===== src/rtl/halt_ctrl.sv =====
// Run/step/halt controller for a 6502: debounced buttons drive the RDY line and a halt-indicator latch.
// Optional breakpoint compare is compiled in with HALT_CTRL_BRK_EN.
module halt_ctrl #(
  parameter int unsigned DEBOUNCE_CYCLES = 16
) (
  input  logic        clk,
  input  logic        rst_n,
  input  logic        btn_run_n,
  input  logic        btn_step_n,
  input  logic        btn_halt_n,
  input  logic        sync,
`ifdef HALT_CTRL_BRK_EN
  input  logic [15:0] addr,
  input  logic [15:0] brk_addr,
  input  logic        brk_arm,
`endif
  output logic        rdy,
  output logic        latch_s_n,
  output logic        latch_r_n,
  output logic [1:0]  state,
  output logic [7:0]  step_count
);

  typedef enum logic [1:0] {
    S_HALT   = 2'b00,
    S_RUN    = 2'b01,
    S_STEP_A = 2'b10,
    S_STEP_B = 2'b11
  } state_e;

  localparam logic [7:0] CNT_MAX = 8'(DEBOUNCE_CYCLES - 1);

  // Button vectors are ordered {halt, step, run}.
  logic [2:0]      btn_raw;
  logic [2:0]      sync1_q, sync2_q, sync3_q;
  logic [2:0]      deb_q, deb_d;
  logic [2:0]      armed_q, armed_d;
  logic [2:0]      press_q, press_d;
  logic [2:0][7:0] cnt_q, cnt_d;

  state_e          state_q, state_d;
  logic            rdy_q, rdy_d;
  logic            latch_s_n_q, latch_s_n_d;
  logic            latch_r_n_q, latch_r_n_d;
  logic [7:0]      step_count_q, step_count_d;
  logic            brk_hit;

  assign btn_raw = {btn_halt_n, btn_step_n, btn_run_n};

  // A button only produces events once it has been seen released for a full
  // debounce interval, so a button held through reset stays silent.
  always_comb begin
    for (int i = 0; i < 3; i++) begin
      deb_d[i]   = deb_q[i];
      armed_d[i] = armed_q[i];
      press_d[i] = 1'b0;
      cnt_d[i]   = 8'd0;
      if (sync2_q[i] != sync3_q[i]) begin
        cnt_d[i] = 8'd0;
      end else if (sync2_q[i] != deb_q[i]) begin
        if (cnt_q[i] == CNT_MAX) begin
          deb_d[i]   = sync2_q[i];
          press_d[i] = armed_q[i] & ~sync2_q[i];
        end else begin
          cnt_d[i] = cnt_q[i] + 8'd1;
        end
      end else if (!armed_q[i] && deb_q[i]) begin
        if (cnt_q[i] == CNT_MAX) armed_d[i] = 1'b1;
        else                     cnt_d[i]   = cnt_q[i] + 8'd1;
      end
    end
  end

`ifdef HALT_CTRL_BRK_EN
  assign brk_hit = sync && brk_arm && (addr == brk_addr);
`else
  assign brk_hit = 1'b0;
`endif

  always_comb begin
    state_d      = state_q;
    step_count_d = step_count_q;
    case (state_q)
      S_HALT: begin
        if (press_q[2])      state_d = S_HALT;
        else if (press_q[0]) state_d = S_RUN;
        else if (press_q[1]) state_d = S_STEP_A;
      end
      S_RUN: begin
        if (press_q[2] || brk_hit) state_d = S_HALT;
      end
      S_STEP_A: begin
        if (press_q[2]) state_d = S_HALT;
        else if (!sync) state_d = S_STEP_B;
      end
      S_STEP_B: begin
        if (press_q[2]) begin
          state_d = S_HALT;
        end else if (sync) begin
          state_d      = S_HALT;
          step_count_d = step_count_q + 8'd1;
        end
      end
      default: state_d = S_HALT;
    endcase
    rdy_d       = (state_d != S_HALT);
    latch_s_n_d = !((state_d == S_HALT) && (state_q != S_HALT));
    latch_r_n_d = !((state_q == S_HALT) && (state_d == S_RUN));
  end

  always_ff @(posedge clk or negedge rst_n) begin
    if (!rst_n) begin
      sync1_q      <= 3'b111;
      sync2_q      <= 3'b111;
      sync3_q      <= 3'b111;
      deb_q        <= 3'b111;
      armed_q      <= 3'b000;
      press_q      <= 3'b000;
      cnt_q        <= '0;
      state_q      <= S_HALT;
      rdy_q        <= 1'b0;
      latch_s_n_q  <= 1'b1;
      latch_r_n_q  <= 1'b1;
      step_count_q <= 8'd0;
    end else begin
      sync1_q      <= btn_raw;
      sync2_q      <= sync1_q;
      sync3_q      <= sync2_q;
      deb_q        <= deb_d;
      armed_q      <= armed_d;
      press_q      <= press_d;
      cnt_q        <= cnt_d;
      state_q      <= state_d;
      rdy_q        <= rdy_d;
      latch_s_n_q  <= latch_s_n_d;
      latch_r_n_q  <= latch_r_n_d;
      step_count_q <= step_count_d;
    end
  end

  assign rdy        = rdy_q;
  assign latch_s_n  = latch_s_n_q;
  assign latch_r_n  = latch_r_n_q;
  assign state      = state_q;
  assign step_count = step_count_q;

endmodule


===== config.mk =====
export PLATFORM = sky130hd
export DESIGN_NAME = halt_ctrl
export DESIGN_NICKNAME = d
export VERILOG_FILES = /design/src/rtl/halt_ctrl.sv
export SDC_FILE = /design/constraint.sdc
export NUM_CORES = 1
export LEC_CHECK = 0
export ABC_AREA = 1
export CAP_MARGIN = 20
export CORE_MARGIN = 2
export CORE_UTILIZATION = 40
export DETAILED_ROUTE_END_ITERATION = 7
export GPL_ROUTABILITY_DRIVEN = 0
export HOLD_SLACK_MARGIN = 0.05
export SETUP_SLACK_MARGIN = 0.4
export SLEW_MARGIN = 10
export SYNTH_ARGS = -nofsm -noshare
export SYNTH_HDL_FRONTEND = slang
export SYNTH_SLANG_ARGS = --single-unit
export TNS_END_PERCENT = 50

===== constraint.sdc =====
create_clock -name clk -period 1.3 [get_ports clk]
set_input_delay 0.195 -clock clk [delete_from_list [all_inputs] [get_ports clk]]
set_output_delay 0.195 -clock clk [all_outputs]
set_load 0.02 [all_outputs]

==> flow_summary.json, run 1 <==
{
  "synth_cell_type_count": 26,
  "tightest_slew_ps": 299,
  "synth_ff_type": "dfrtp_1",
  "cts_tree": "done",
  "viasPerCell": 4.67,
  "powerDensity_nw_per_um2": 1010,
  "synth_nets": 312,
  "cp_data_required_time_ps": 1500,
  "cts_made_buffers": 5,
  "htree_num_levels": 2,
  "start_util": 0.411,
  "final_hold_viol_count": 0,
  "grt_pass1_vias": 1959,
  "grt_use_total": 0.140,
  "synth_top_cells_by_area": "dfrtp_1, dfstp_2, nand2_1, nor2_1, inv_1",
  "io_buffers": 18,
  "die_area_um2": 7140,
  "synth-seq-cells": 55,
  "critPathLaunchType": "register",
  "antenna_found_initial": 0,
  "hp-class": "in -> reg",
  "synthToLayoutAreaGrowth_pct": 33.7,
  "syn-cell-area_um2": 2590,
  "grt_max_degree": 56,
  "place_ws_ps": -59.1,
  "syn_area_per_cell_um2": 8.58,
  "final_layout_size_suffix_gt1_frac": 0.394,
  "diodes": 0,
  "async_flop_share": 1.00,
  "grt_pass1_wl_um": 8180,
  "nets": 367,
  "fin_setup_tns_ps": 0,
  "fmax_ghz": 0.834,
  "clkTransAtPathRegs_ps": 90,
  "regArea_um2": 1400,
  "fin_util": 0.549,
  "fin_ws_ps": 100,
  "ir_drop_mv": 0.521,
  "layout_commonest_cell": "nand2_1",
  "coreArea_um2": 6310,
  "crit_top_cell": "nand2_4",
  "critPathMaxFanout": 6,
  "status": "finished clean",
  "synth_top_area_share": 0.396,
  "pin_count": 19,
  "vias": 2031,
  "worstSetupPathType": "reg -> reg",
  "cp_slowest_cell": "dfstp_2",
  "finalCritPeriodShare": 0.923,
  "yosysTopAreaCell": "dfrtp_1",
  "max_stage_delay_ps": 630,
  "dp_hpwl_um": 3080,
  "worstPathArrival_ps": 1400,
  "yosysWarnings": 0,
  "drtPass1Iterations": 4,
  "insertion_delay_ps": 300,
  "overflow": 0,
  "die-height_um": 84.5,
  "cp_cell_sequence": "nand2_4, a21oi_4, inv_2, nand2_4, nor2_2",
  "row_count": 29,
  "synth-edff-count": 0,
  "skew_ps": 5.47,
  "num-fill-cells": 573,
  "final_cell_mix": "nand2_1, dfrtp_1, nor2_1",
  "rsz0062_at_grt": "yes",
  "drv_cap": 0,
  "slew_headroom": 0.800,
  "wl_per_cell_um": 10.7,
  "antenna_left": 0,
  "multiInputGateArea_um2": 1280,
  "routed_wl_um": 4670,
  "clock_sinks": 55,
  "cts-root-buf": "clkbuf_8",
  "clockBufferDepth": 2,
  "cp-end-kind": "register",
  "setup_viol": 0,
  "drcViolationCount": 0,
  "fin_crit_ps": 1200,
  "netlist_instances": 302,
  "leakage_nw": 1.68,
  "die_x_um": 84.5,
  "drt-initial-drc-count": 38,
  "ys_seq_area_frac": 0.538,
  "slew_violations": 0
}
==> logic make-up (layout without fill, tap and decap cells) <==
group                      count (synthesis)  in the layout  share of synthesized area
adders and majority gates                  4              4                     0.0193
and+or+nand+nor                          180            180                      0.324
buffers and inverters                     44            100                     0.0637
AOI/OAI and AO/OA                          9              9                     0.0212
DFF                                       55             55                      0.538
xor gates and xnor gates                  10             10                     0.0338
==> Yosys cell counts (4+ instances only) <==
master / number
inv_1: 37
nor2_1: 40
nand2_2: 5
dfstp_2: 14
nor2_2: 11
nand4_1: 4
nand2_1: 83
inv_2: 4
nand3_1: 22
ha_1: 4
xor2_1: 8
dfrtp_1: 41
==> area by class of cell <==
| class | instances | share of cell area |
|---|---|---|
| Clock buffer | 7 | 0.0220 |
| Clock inverter | 1 | 0.00144 |
| Inverter | 44 | 0.0484 |
| Multi-Input combinational cell | 203 | 0.369 |
| Sequential cell | 55 | 0.404 |
| Tap cell | 77 | 0.0278 |
| Timing Repair Buffer | 48 | 0.128 |
==> sequential cells by signal, indices dropped and copies added (netlist names) <==
name,cells
cnt_q,24
step_count,8
armed_q,3
deb_q,3
press_q,3
sync1_q,3
sync2_q,3
sync3_q,3
state,2
latch_r_n,1
latch_s_n,1
rdy,1
==> metal layers <==
layer,share of wire,vias to the layer above,GRT usage
li1,-,1037,-
met1,0.44,972,0.168
met4,0.010,0,0.0433
met5,0,-,0
met2,0.53,18,0.248
met3,0.025,4,0.0354
==> power breakdown <==
group	switching [mW]	total (mW)	internal (mW)	leakage [nW]
Sequential	0.0834	1.91	1.82	0.701
Clock	0.533	0.913	0.380	0.0422
Combinational	0.342	0.678	0.337	0.935
Total	0.958	3.50	2.54	1.68
==> critical path, delay by kind of cell (launching register included) <==
kind	cells	cell delay (ps)
DFF	1	630
and+or+nand+nor	3	250
buffers and inverters	1	70
AOI/OAI and AO/OA	1	150
==> final timing paths <==
path                                                  end            startpoint  slack [ps]  cells after the start
min in group asynchronous       step_count[7]$_DFFE_PN0P_                 rst_n         400                      3
worst max-delay path                   cnt_q[0]$_DFF_PN0_  sync2_q[0]$_DFF_PN1_         100                      5
max in group asynchronous            sync1_q[2]$_DFF_PN1_                 rst_n         590                      3
worst max register to register         cnt_q[0]$_DFF_PN0_  sync2_q[0]$_DFF_PN1_         100                      5
worst min-delay path                 sync1_q[0]$_DFF_PN1_             btn_run_n         290                      1
worst min register to register       sync2_q[2]$_DFF_PN1_  sync1_q[2]$_DFF_PN1_         360                      0
==> stage by stage <==
stage | cells | instance area [µm²] | hold slack [ps] | power, mW
floorplan | 302 | 2690 | -101 | 2.19
global placement | 407 | 3050 | 218 | 2.47
detailed placement | 407 | 3050 | 218 | 2.48
CTS | 425 | 3260 | 276 | 3.45
global route | 435 | 3470 | 269 | 3.71
finish | 435 | 3470 | 289 | 3.50
==> repair_timing <==
action | CTS | global route
endpoints found under the hold margin | 41 | 0
pin swaps | 10 | 15
resized for setup | 85 | 35
endpoints found under the setup margin | 59 | 59
hold buffers | 1 | 0
cloned | 0 | 0
buffers inserted | 9 | 10
Power figures use the tool's default switching activity.
==> run 2: changes to the inputs <==
--- a/config.mk
+++ b/config.mk
@@ -13,6 +13,7 @@
 export GPL_ROUTABILITY_DRIVEN = 0
 export HOLD_SLACK_MARGIN = 0.05
 export SETUP_SLACK_MARGIN = 0.4
+export SKIP_LAST_GASP = 1
 export SLEW_MARGIN = 10
 export SYNTH_ARGS = -nofsm -noshare
 export SYNTH_HDL_FRONTEND = slang
==> results of run 2 <==
Final layout, timing and power as in run 1 (identical DEF).
==> run 3: changes to the inputs <==
--- a/config.mk
+++ b/config.mk
@@ -11,6 +11,7 @@
 export CORE_UTILIZATION = 40
 export DETAILED_ROUTE_END_ITERATION = 7
 export GPL_ROUTABILITY_DRIVEN = 0
+export GPL_TIMING_DRIVEN = 0
 export HOLD_SLACK_MARGIN = 0.05
 export SETUP_SLACK_MARGIN = 0.4
 export SKIP_LAST_GASP = 1
==> run 3 against run 2 <==
  * Cell count rose by 1.1%
  * Critical path type unchanged
  * Sequential power barely moved
  * Clock power rose by 9.2%
  * The flow now finishes with violations (hold timing)
  * Via count fell by 0.79%
  * Routed wire length fell by 0.62%
  * Worst hold slack got worse by 450 ps
  * Cell area rose by 1.4%
  * Total power rose by 2.2%
  * Largest cell class unchanged
  * First-iteration DRC count rose by 140%
  * Global-route usage fell by 0.60 points
  * Count of clock-buffer cells in the layout fell by 1
==> flow_summary.json, run 3 (same netlist as run 1, synthesis figures left out) <==
{
  "status": "complete, but fails checks",
  "violations": "hold timing",
  "cts_made_buffers": 5,
  "place_inst": 398,
  "grt_pass1_vias": 1917,
  "fin_util": 0.556,
  "cts_tree": "done",
  "wl_per_cell_um": 10.6,
  "setup_viol": 0,
  "total_power_mw": 3.58,
  "drt-initial-drc-count": 91,
  "powerDensity_nw_per_um2": 1020,
  "cp_cell_sequence": "nand2_2, a21oi_4, inv_2, nand2_4, nor2_2",
  "antenna_found_initial": 0,
  "instances_no_fill": 440,
  "fin_setup_tns_ps": 0,
  "cp_data_required_time_ps": 1490,
  "worstPathArrival_ps": 1370,
  "fmax_ghz": 0.854,
  "final_layout_size_suffix_gt1_frac": 0.430,
  "start_util": 0.411,
  "clockBufferDepth": 2,
  "largest-register": "cnt_q",
  "vias": 2015,
  "place_ws_ps": -117,
  "overflow": 0,
  "finalInstanceArea_um2": 3510,
  "grt_max_degree": 36,
  "synthToLayoutAreaGrowth_pct": 35.5,
  "grt_use_total": 0.134,
  "viasPerCell": 4.58,
  "insertion_delay_ps": 310,
  "fin_crit_ps": 1170,
  "dp_hpwl_um": 2960,
  "largest_reg_flops": 24,
  "hp-class": "in -> async",
  "clkTransAtPathRegs_ps": 100,
  "layout_commonest_cell": "nand2_1",
  "final_hold_viol_count": 15,
  "nets": 372,
  "finalCritPeriodShare": 0.901,
  "slew_headroom": 0.665,
  "pin_count": 19,
  "critPathMaxFanout": 6,
  "ir_drop_mv": 0.928,
  "rsz0062_at_grt": "yes",
  "holdWs_ps": -163,
  "drcViolationCount": 0,
  "cp-end-kind": "register",
  "max_stage_delay_ps": 590,
  "skew_ps": 11.2,
  "critPathLaunchType": "register",
  "final_cell_mix": "nand2_1, dfrtp_1, nor2_1, buf_4, inv_1",
  "io_buffers": 18,
  "grt_pass1_wl_um": 7910,
  "drtPass1Iterations": 4,
  "fin_ws_ps": 129,
  "slew_violations": 0,
  "coreArea_um2": 6310,
  "drv_cap": 0,
  "die-height_um": 84.5,
  "die_area_um2": 7140,
  "cts-root-buf": "clkbuf_8",
  "cp_slowest_cell": "dfstp_2",
  "diodes": 0,
  "routed_wl_um": 4640,
  "antenna_left": 0,
  "die_x_um": 84.5,
  "row_count": 29,
  "htree_num_levels": 2,
  "place_area_um2": 2980,
  "worstSetupPathType": "reg -> reg",
  "tightest_slew_ps": 503,
  "leakage_nw": 1.69,
  "clock_sinks": 55
}
run 3: changes by cell type in the layout (fill, tap and decap cells not counted), moves of 2 or more:
| cell | before | now |
|---|---|---|
| nand2_2 | 5 | 11 |
| buf_4 | 25 | 30 |
| nand2_1 | 76 | 71 |
| clkbuf_1 | 2 | 0 |
| clkinv_1 | 2 | 0 |
run 3: timing repair:
item | 4_1_cts | 5_1_grt
buffers inserted | 26 | 8
pin swaps | 13 | 28
hold endpoints to repair | 15 | 15
resized for setup | 85 | 37
setup endpoints to repair | 58 | 59
run 3: area by class of cell:
type	count	area [µm²]
timing repair buffer	53	484
tap	77	96.3
multi-input combinational	203	1260
clock inverter	2	16.3
inverter	44	169
fill	597	2800
clock buffer	6	82.6
sequential	55	1400
run 3: path summary, 6_finish.rpt:
check                      depth (start not counted)                         to            startpoint  slack (ps)
max in group asynchronous                          2       sync1_q[2]$_DFF_PN1_                 rst_n         830
min reg2reg                                        0       sync2_q[2]$_DFF_PN1_  sync1_q[2]$_DFF_PN1_         350
min                                                1  step_count[5]$_DFFE_PN0P_                 rst_n        -160
min in group clk                                   1       sync1_q[2]$_DFF_PN1_            btn_halt_n         290
max reg2reg                                        5         cnt_q[4]$_DFF_PN0_  sync2_q[0]$_DFF_PN1_         130
max                                                5         cnt_q[4]$_DFF_PN0_  sync2_q[0]$_DFF_PN1_         130
run 3: worst max-delay path: cells and delay by family, from the launching register on:
family | cells | cell delay (ps)
AOI/OAI and AO/OA | 1 | 160
and+or+nand+nor | 3 | 250
buffers and inverters | 1 | 70
DFF | 1 | 590
run 3: routing by layer:
metal / GRT usage / wire length, µm / vias to the layer above
li1: - / - / 1054
met4: 0.0390 / 60 / 0
met1: 0.162 / 2050 / 934
met5: 0 / 0 / -
met3: 0.0295 / 133 / 7
met2: 0.240 / 2390 / 20
run 3: power breakdown:
| group | switching (mW) | total [mW] | internal [mW] |
|---|---|---|---|
| registers | 0.0771 | 1.90 | 1.82 |
| clock network | 0.561 | 0.997 | 0.436 |
| logic | 0.350 | 0.676 | 0.326 |
